<file path="src/rtl/uart_ctrl_pkg.sv">
// Shared states, register map and FR bit positions for the UART Wishbone controller.
// UART_WB_CTRL_RX_EN adds the receive-path states.
package uart_ctrl_pkg;

  typedef enum logic [3:0] {
    IDLE,
    CFG_LCRH,
    CFG_LCRM,
    CFG_LCRL,
    CFG_CR,
    READY,
    POLL_FR,
    WR_DR,
    ERROR
`ifdef UART_WB_CTRL_RX_EN
    ,
    RX_POLL,
    RX_RD
`endif
  } state_t;

  localparam logic [31:0] OFF_DR   = 32'h00;
  localparam logic [31:0] OFF_LCRH = 32'h08;
  localparam logic [31:0] OFF_LCRM = 32'h0C;
  localparam logic [31:0] OFF_LCRL = 32'h10;
  localparam logic [31:0] OFF_CR   = 32'h14;
  localparam logic [31:0] OFF_FR   = 32'h18;

  localparam int FR_TXFF = 5;
  localparam int FR_RXFE = 4;

  // UART registers are byte wide and live in the low lane of the bus word.
  function automatic logic [31:0] byte_word(input logic [7:0] b);
    return {24'h0, b};
  endfunction

endpackage

</file>
<file path="src/rtl/uart_wb_master_if.sv">
// Single-transaction Wishbone master: holds cyc/stb until ack, err or ack timeout,
// then returns to idle for at least one cycle.
module uart_wb_master_if #(
  parameter int ACK_TIMEOUT = 16
) (
  input  logic        clk,
  input  logic        rst,
  input  logic        req,
  input  logic [31:0] req_adr,
  input  logic        req_we,
  input  logic [31:0] req_dat,
  input  logic [3:0]  req_sel,
  output logic        done,
  output logic        err,
  output logic [31:0] wb_adr,
  output logic [3:0]  wb_sel,
  output logic        wb_we,
  output logic [31:0] wb_dat,
  output logic        wb_cyc,
  output logic        wb_stb,
  input  logic        wb_ack,
  input  logic        wb_err
);

  localparam int CW = $clog2(ACK_TIMEOUT + 1);

  logic [CW-1:0] cnt;
  logic          timeout;

  // cnt holds the number of completed no-ack cycles, so this is the last allowed one.
  assign timeout = (cnt >= CW'(ACK_TIMEOUT - 1)) && !wb_ack;
  assign err     = wb_stb && (wb_err || timeout);
  assign done    = wb_stb && wb_ack && !wb_err;

  always_ff @(posedge clk) begin
    if (rst) begin
      wb_cyc <= 1'b0;
      wb_stb <= 1'b0;
      wb_we  <= 1'b0;
      wb_adr <= '0;
      wb_dat <= '0;
      wb_sel <= '0;
      cnt    <= '0;
    end else if (wb_stb) begin
      if (wb_ack || wb_err || timeout) begin
        wb_cyc <= 1'b0;
        wb_stb <= 1'b0;
        wb_we  <= 1'b0;
        wb_adr <= '0;
        wb_dat <= '0;
        wb_sel <= '0;
      end else if (cnt != '1) begin
        cnt <= cnt + CW'(1);
      end
    end else if (req) begin
      wb_cyc <= 1'b1;
      wb_stb <= 1'b1;
      wb_we  <= req_we;
      wb_adr <= req_adr;
      wb_dat <= req_dat;
      wb_sel <= req_sel;
      cnt    <= '0;
    end
  end

endmodule

</file>
<file path="src/rtl/uart_wb_ctrl.sv">
// Configures a UART over Wishbone, then forwards bytes to its data register.
// Define UART_WB_CTRL_RX_EN to also poll for and read received bytes.
module uart_wb_ctrl
  import uart_ctrl_pkg::*;
#(
  parameter logic [31:0] UART_BASE   = 32'h1600_0000,
  parameter int          ACK_TIMEOUT = 16
) (
  input  logic        i_clk,
  input  logic        i_rst,
  input  logic        i_start,
  input  logic [7:0]  i_lcrh,
  input  logic [7:0]  i_lcrm,
  input  logic [7:0]  i_lcrl,
  input  logic        i_tx_valid,
  input  logic [7:0]  i_tx_data,
  output logic        o_tx_ready,
  output logic [31:0] o_wb_adr,
  output logic [3:0]  o_wb_sel,
  output logic        o_wb_we,
  output logic [31:0] o_wb_dat,
  input  logic [31:0] i_wb_dat,
  output logic        o_wb_cyc,
  output logic        o_wb_stb,
  input  logic        i_wb_ack,
  input  logic        i_wb_err,
`ifdef UART_WB_CTRL_RX_EN
  output logic        o_rx_valid,
  output logic [7:0]  o_rx_data,
`endif
  output logic        o_init_done,
  output logic        o_err
);

  state_t      state, state_nx;
  logic [7:0]  lcrh_q, lcrm_q, lcrl_q, tx_byte;
  logic        req, req_we, bus_done, bus_err;
  logic [31:0] req_adr, req_dat;

  uart_wb_master_if #(.ACK_TIMEOUT(ACK_TIMEOUT)) u_master (
    .clk     (i_clk),
    .rst     (i_rst),
    .req     (req),
    .req_adr (req_adr),
    .req_we  (req_we),
    .req_dat (req_dat),
    .req_sel (4'b0001),
    .done    (bus_done),
    .err     (bus_err),
    .wb_adr  (o_wb_adr),
    .wb_sel  (o_wb_sel),
    .wb_we   (o_wb_we),
    .wb_dat  (o_wb_dat),
    .wb_cyc  (o_wb_cyc),
    .wb_stb  (o_wb_stb),
    .wb_ack  (i_wb_ack),
    .wb_err  (i_wb_err)
  );

  always_ff @(posedge i_clk) begin
    if (i_rst) state <= IDLE;
    else       state <= state_nx;
  end

  always_ff @(posedge i_clk) begin
    if (i_rst) begin
      lcrh_q  <= '0;
      lcrm_q  <= '0;
      lcrl_q  <= '0;
      tx_byte <= '0;
    end else begin
      if (state == IDLE && i_start) begin
        lcrh_q <= i_lcrh;
        lcrm_q <= i_lcrm;
        lcrl_q <= i_lcrl;
      end
      if (o_tx_ready) tx_byte <= i_tx_data;
    end
  end

  always_comb begin
    state_nx = state;
    req      = 1'b0;
    req_we   = 1'b0;
    req_adr  = UART_BASE;
    req_dat  = '0;
    case (state)
      IDLE:     if (i_start) state_nx = CFG_LCRH;
      CFG_LCRH: begin
        req = 1'b1; req_we = 1'b1;
        req_adr = UART_BASE + OFF_LCRH; req_dat = byte_word(lcrh_q);
        if (bus_done) state_nx = CFG_LCRM;
      end
      CFG_LCRM: begin
        req = 1'b1; req_we = 1'b1;
        req_adr = UART_BASE + OFF_LCRM; req_dat = byte_word(lcrm_q);
        if (bus_done) state_nx = CFG_LCRL;
      end
      CFG_LCRL: begin
        req = 1'b1; req_we = 1'b1;
        req_adr = UART_BASE + OFF_LCRL; req_dat = byte_word(lcrl_q);
        if (bus_done) state_nx = CFG_CR;
      end
      CFG_CR: begin
        req = 1'b1; req_we = 1'b1;
        req_adr = UART_BASE + OFF_CR; req_dat = byte_word(8'h00);
        if (bus_done) state_nx = READY;
      end
`ifdef UART_WB_CTRL_RX_EN
      READY:    state_nx = i_tx_valid ? POLL_FR : RX_POLL;
`else
      READY:    if (i_tx_valid) state_nx = POLL_FR;
`endif
      POLL_FR: begin
        req = 1'b1; req_adr = UART_BASE + OFF_FR;
        if (bus_done && !i_wb_dat[FR_TXFF]) state_nx = WR_DR;
      end
      WR_DR: begin
        req = 1'b1; req_we = 1'b1;
        req_adr = UART_BASE + OFF_DR; req_dat = byte_word(tx_byte);
        if (bus_done) state_nx = READY;
      end
`ifdef UART_WB_CTRL_RX_EN
      RX_POLL: begin
        req = 1'b1; req_adr = UART_BASE + OFF_FR;
        if (bus_done) state_nx = i_wb_dat[FR_RXFE] ? READY : RX_RD;
      end
      RX_RD: begin
        req = 1'b1; req_adr = UART_BASE + OFF_DR;
        if (bus_done) state_nx = READY;
      end
`endif
      ERROR:    state_nx = ERROR;
      default:  state_nx = IDLE;
    endcase
    // A bus error or ack timeout overrides whatever the current state wanted.
    if (bus_err) state_nx = ERROR;
  end

  assign o_tx_ready  = (state == READY) && i_tx_valid;
  assign o_err       = (state == ERROR);
  assign o_init_done = !(state inside {IDLE, CFG_LCRH, CFG_LCRM, CFG_LCRL, CFG_CR, ERROR});

`ifdef UART_WB_CTRL_RX_EN
  always_ff @(posedge i_clk) begin
    if (i_rst) begin
      o_rx_valid <= 1'b0;
      o_rx_data  <= '0;
    end else begin
      o_rx_valid <= (state == RX_RD) && bus_done;
      if ((state == RX_RD) && bus_done) o_rx_data <= i_wb_dat[7:0];
    end
  end

  logic unused_rd;
  assign unused_rd = ^i_wb_dat[31:8];
`else
  logic unused_rd;
  assign unused_rd = ^{i_wb_dat[31:6], i_wb_dat[4:0]};
`endif

endmodule

</file>
<file path="config.mk">
export PLATFORM = sky130hd
export DESIGN_NAME = uart_wb_ctrl
export DESIGN_NICKNAME = d
export VERILOG_FILES = /design/src/rtl/uart_ctrl_pkg.sv /design/src/rtl/uart_wb_master_if.sv /design/src/rtl/uart_wb_ctrl.sv
export SDC_FILE = /design/constraint.sdc
export NUM_CORES = 1
export LEC_CHECK = 0
export CAP_MARGIN = 25
export CORE_UTILIZATION = 41
export CTS_CLUSTER_SIZE = 40
export DETAILED_ROUTE_END_ITERATION = 10
export PLACE_DENSITY = 0.79
export SETUP_SLACK_MARGIN = 0.5
export SLEW_MARGIN = 20
export SYNTH_ARGS = -nofsm -noshare
export SYNTH_HDL_FRONTEND = slang
export SYNTH_SLANG_ARGS = --single-unit
export TNS_END_PERCENT = 5
</file>
<file path="constraint.sdc">
create_clock -name i_clk -period 2.3 [get_ports i_clk]
set_input_delay 0.69 -clock i_clk [delete_from_list [all_inputs] [get_ports i_clk]]
set_output_delay 0.69 -clock i_clk [all_outputs]
set_load 0.01 [all_outputs]
</file>
Word-level counts from Yosys, hierarchy flattened
Cells that the tools add are included.
Cells by class
  add/subtract/negate cells: 1
  magnitude comparators: 1
  equality and inequality tests: 26
  mux-type cells: 33
  reduce and logical (&&, ||, !) cells: 25
Operators with widths (count)
  32-bit two-way mux: 5
  4-bit two-way mux: 11
  4-bit case mux with 8 select lines: 1
  8-bit case mux with 4 select lines: 1
  5-bit case mux with 5 select lines: 1
  5-bit two-way mux: 4
  2-bit inequality test, second input constant: 9
  3-bit inequality test, second input constant: 6
  4-bit by 3-bit equality test with 1-bit output, second input constant: 4
  7-bit AND reduction: 2
  1-bit two-way mux: 10
  4-bit by 2-bit equality test with 1-bit output, second input constant: 2
  1-bit logical AND: 7
  6-bit nonzero test: 1
  6-bit OR reduction: 1
  5-bit by 1-bit adder with 5-bit output, second input constant: 1
  5-bit by 4-bit greater-or-equal comparator with 1-bit output, second input constant: 1
  5-bit inequality test, second input constant: 1
  5-bit OR reduction: 1
  4-bit by 1-bit equality test with 1-bit output, second input constant: 1
  4-bit equality test, second input constant: 1
  1-bit zero test: 4
  4-bit zero test: 1
  2-bit OR reduction: 2
  6 further kinds: 8
Storage, ports and cells
  register bits: 112
  input bits: 70

Depth between registers and ports, before layout
  depth in word-level cells: 6
  depth in mapped cells: 8

Cells and area by module
From an unflattened synthesis, not the netlist that was laid out.
Unflattened totals
  cells, all modules: 512
  area total of the unflattened synthesis: 5195.0 um^2
By module, submodules not included
  uart_wb_master_if: instances 1, cells an instance 279, area an instance 3367.0 um^2, seq. area each 1521.5 um^2
  uart_wb_ctrl: instances 1, cells an instance 233, area an instance 1828.0 um^2, seq. area each 720.7 um^2

Worst setup path after synthesis
OpenSTA, ideal clock, no wires.
  path kind: flip-flop to flip-flop
  start: reg u_master.cnt[0]
  end: reg u_master.wb_adr[4]
  arrival time: 1.817 ns
  slack: 0.426 ns
  stages on the path, launching flop included: 9
  path buffers: 1
  cells stage by stage: dfxtp_1 ha_1 and3_1 ha_1 or3_1 nor3_2 a22o_2 buf_6 a22o_4
Between the ends
  word-level cells in the longest chain between the ends: 5
RTL lines
  start: declaration: RTL line uart_wb_master_if.sv:27  | logic [CW-1:0] cnt;
  start signal: assignment: RTL line uart_wb_master_if.sv:53  | cnt <= cnt + CW'(1);
  5-bit by 4-bit greater-or-equal comparator with 1-bit output: RTL line uart_wb_master_if.sv:31  | assign timeout = (cnt >= CW'(ACK_TIMEOUT - 1)) && !wb_ack;
  1-bit logical AND: RTL line uart_wb_master_if.sv:31
  1-bit logical OR: RTL line uart_wb_master_if.sv:45  | if (wb_ack || wb_err || timeout) begin
  2-bit inequality test (no source line)
  2-bit AND reduction (no source line)
  end signal: assignment: RTL line uart_wb_master_if.sv:59  | wb_adr <= req_adr;
  end: declaration: RTL line uart_wb_master_if.sv:15  | output logic [31:0] wb_adr,
No other way between the ends.
A chain may end at the register's enable or synchronous reset.

Worst setup path after layout
  start: reg state[1]
  end: out o_tx_ready
Between the ends
  word-level cells in the longest chain between the ends: 2
RTL lines
  start: declaration: RTL line uart_wb_ctrl.sv:35  | state_t state, state_nx;
  start signal: assignment: RTL line uart_wb_ctrl.sv:62  | else state <= state_nx;
  4-bit by 3-bit equality test with 1-bit output: RTL line uart_wb_ctrl.sv:140  | assign o_tx_ready = (state == READY) && i_tx_valid;
  1-bit logical AND: RTL line uart_wb_ctrl.sv:140
  end: declaration: RTL line uart_wb_ctrl.sv:17  | output logic o_tx_ready,
No other way between the ends.

==> flow_metrics.tcl <==
set metrics [dict create \
    status "complete, no violations" \
    total_power_mw 2.01 \
    pwr-share-clk_pct 29.1 \
    path_cells "nand2b_4 > nor4b_4 > buf_4 > buf_6" \
    period_share_pct 86.8 \
    cts_sinks 55 \
    ant_nets 0 \
    dp_slack_ns -0.474 \
    period_needed_ns 2.00 \
    die_area_um2 7450 \
    mostFrequentLayoutCell "nand2_1" \
    crit_path_start_kind "register" \
    drive_above_1_share_pct 14.1 \
    ys.flop_type "dfxtp_1" \
    synth_top_area_share_pct 37.8 \
    initial_core_util_pct 42.6 \
    peakVddDrop_uv 279 \
    antenna_found_initial 0 \
    finalHoldViolCount 0 \
    synth_edf_count 0 \
    cts_hold_buf 0 \
    fmax_mhz 501 \
    rsz0062_at_grt "true" \
    dp_hpwl_um 4720 \
    area_delta_synth_final_pct 25.7 \
    timing.slew.headroom_pct 44.5 \
    cp_max_fo 3 \
    nets 484 \
    placed_cell_area_um2 3480 \
    synthArstFlopShare_pct 0 \
    stdcell_area_um2 3660 \
    die-height_um 86.3 \
    worstPathArrival_ns 1.31 \
    critPathSlowestCell "dfxtp_2" \
    antenna_cells 0 \
    tritoncts.num_buffers 5 \
    drt-total-wl_um 6300 \
    io_buffers 59 \
    gr-total-overflow 0 \
    synth-seq-area-share_pct 37.8 \
    p_comb_share_pct 19.8 \
    p_sw_uw 574 \
    clockBufferDepth 2 \
    utilization_pct 53.6 \
    grt_max_degree 41 \
    synth_area_leaders "dfxtp_1 (38%), buf_4 (15%), nand2_1 (7.3%)" \
    dr.pass1.iters 4 \
    worst_pin_slew_ns 0.824 \
    min_path_type "reg -> reg" \
    ys_types 51 \
    num_vias 2422 \
    p_int_mw 1.44 \
    finalMaxSlewViolations 0 \
    path_delay_family "simple AND/OR/NAND/NOR gates" \
    yosys_register_bits 55 \
    first_iter_violations 128 \
    die_w_um 86.3 \
    grtUsageTotal_pct 17.5 \
    clk_latency_ns 0.32 \
    routabilityCongestion 0.791 \
    yosysTopAreaCell "dfxtp_1" \
    drcViolationCount 0 \
    leakagePower_nw 1.42 \
    drv_cap 0 \
    setup_ws_ns 0.302 \
    vias_per_cell 4.77 \
    wl_per_cell_um 12.4 \
    synth_area_um2 2910 \
    avgSynthCellArea_um2 8.35 \
    worstSetupEndpointType "primary output" \
    path_class "reg -> out" \
    ioPinCount 144 \
    core-area_um2 6830 \
    final_cell_mix "nand2_1 (57), clkdlybuf4s50_1 (55), conb_1 (53)" \
    crit_buf_inv 2 \
    grt_first_pass_wirelength_um 10200 \
    synth_warnings 0 \
    swShare_pct 28.5 \
    cts_tree "yes" \
    ctsHtreeMaxLevel 2 \
    finalSetupViolCount 0 \
    syn-instance-count 349 \
    grt_pass1_vias 2279 \
    rows 30 \
    p_seq_share_pct 51.1 \
    max_stage_delay_ns 0.34 \
    fill_cells 647 \
    required_ns 1.61 \
    finClkSkew_ns 0.00511 \
    clk_pin_slew_ns 0.10 \
    cellPowerDensity_nw_per_um2 549 \
    cts_root_buffer "clkbuf_8" \
]
state kept, by name (all words and copies together), names as in the netlist:
signal	count
lcrh_q	8
lcrl_q	8
lcrm_q	8
state	4
tx_byte	8
u_master.cnt	5
u_master.wb_adr	4
u_master.wb_dat	8
u_master.wb_stb	1
u_master.wb_we	1
synth_stat cells (2+ instances only):
cell type,n
dfxtp_1,55
a21boi_0,2
nand2_1,57
buf_4,60
and3_1,4
nand2b_1,2
buf_2,8
a21o_1,4
nand3_1,6
nor3_1,5
a22o_1,2
o2bb2ai_1,8
o21bai_1,2
a211oi_1,3
ha_1,3
nor3_2,2
clkbuf_1,6
o21ai_0,5
inv_1,5
nor3b_1,3
a21oi_1,31
nor2_1,25
mux2i_1,17
a32oi_1,4
a221oi_1,4
final timing paths:
check / from / endpoint / slack, ns / cells after the start
worst max register to register: u_master.cnt[0] / u_master.wb_adr[3] / 0.36 / 7
worst min-delay path: lcrl_q[6] / lcrl_q[6] / 0.46 / 2
worst max-delay path: state[1] / o_tx_ready / 0.30 / 4
worst min register to register: lcrl_q[6] / lcrl_q[6] / 0.46 / 2
timing repair:
item                                    in CTS  in global routing
pin swaps                                    2                  0
buffers inserted                             1                  1
resized for setup                           33                  2
endpoints found under the setup margin      44                 43
stage by stage:
stage	hold WS, ns	instances	setup TNS [ns]
2_1_floorplan	0.432	401	0
3_3_place_gp	0.440	498	-0.465
3_5_place_dp	0.446	498	-0.474
4_1_cts	0.460	507	0
5_1_grt	0.476	508	0
6_report	0.460	508	0
cells by family (layout without fill, tap and decap cells):
family,count (synthesis),count (layout),synth area share (%)
multiplexers,17,17,5.84
flip-flops,55,55,37.8
adder cells (fa/ha/maj),3,3,1.29
AND/OR/NAND/NOR,114,114,17.9
AO/OA/AOI/OAI,75,75,17.5
XOR/XNOR,2,2,0.601
other,1,53,0.129
buffers and inverters,82,93,18.9
tightest hold or removal path: cells and delay by family (launching register included):
kind | cells | cell delay, ns
AOI/OAI and AO/OA | 1 | 0.05
DFF | 1 | 0.32
and+or+nand+nor | 1 | 0.05
power groups by stage:
stage / logic (mW) / registers, mW / clock network, mW
2_1_floorplan: 0.291 / 1.05 / 0
3_3_place_gp: 0.371 / 1.04 / 0
3_5_place_dp: 0.377 / 1.05 / 0
4_1_cts: 0.394 / 1.03 / 0.602
5_1_grt: 0.439 / 1.03 / 0.639
6_report: 0.397 / 1.03 / 0.586
layer usage:
metal | GRT usage, % | up-vias | part of all wire, %
met3 | 2.95 | 14 | 5.1
met2 | 31.4 | 89 | 52
met5 | 0 | - | 0
li1 | - | 1214 | -
met4 | 8.03 | 0 | 2.4
met1 | 20.4 | 1105 | 41
area by class of cell:
type / count / area (µm²) / area share (%)
multi-input cells: 264 / 1560 / 42.6
flip-flops and latches: 55 / 1120 / 30.5
repair buffers: 79 / 741 / 20.2
well taps: 96 / 120 / 3.28
clock buffers: 6 / 82.6 / 2.26
inverters: 6 / 22.5 / 0.615
clock inverters: 2 / 17.5 / 0.478
(Power assumes the default switching activity.)
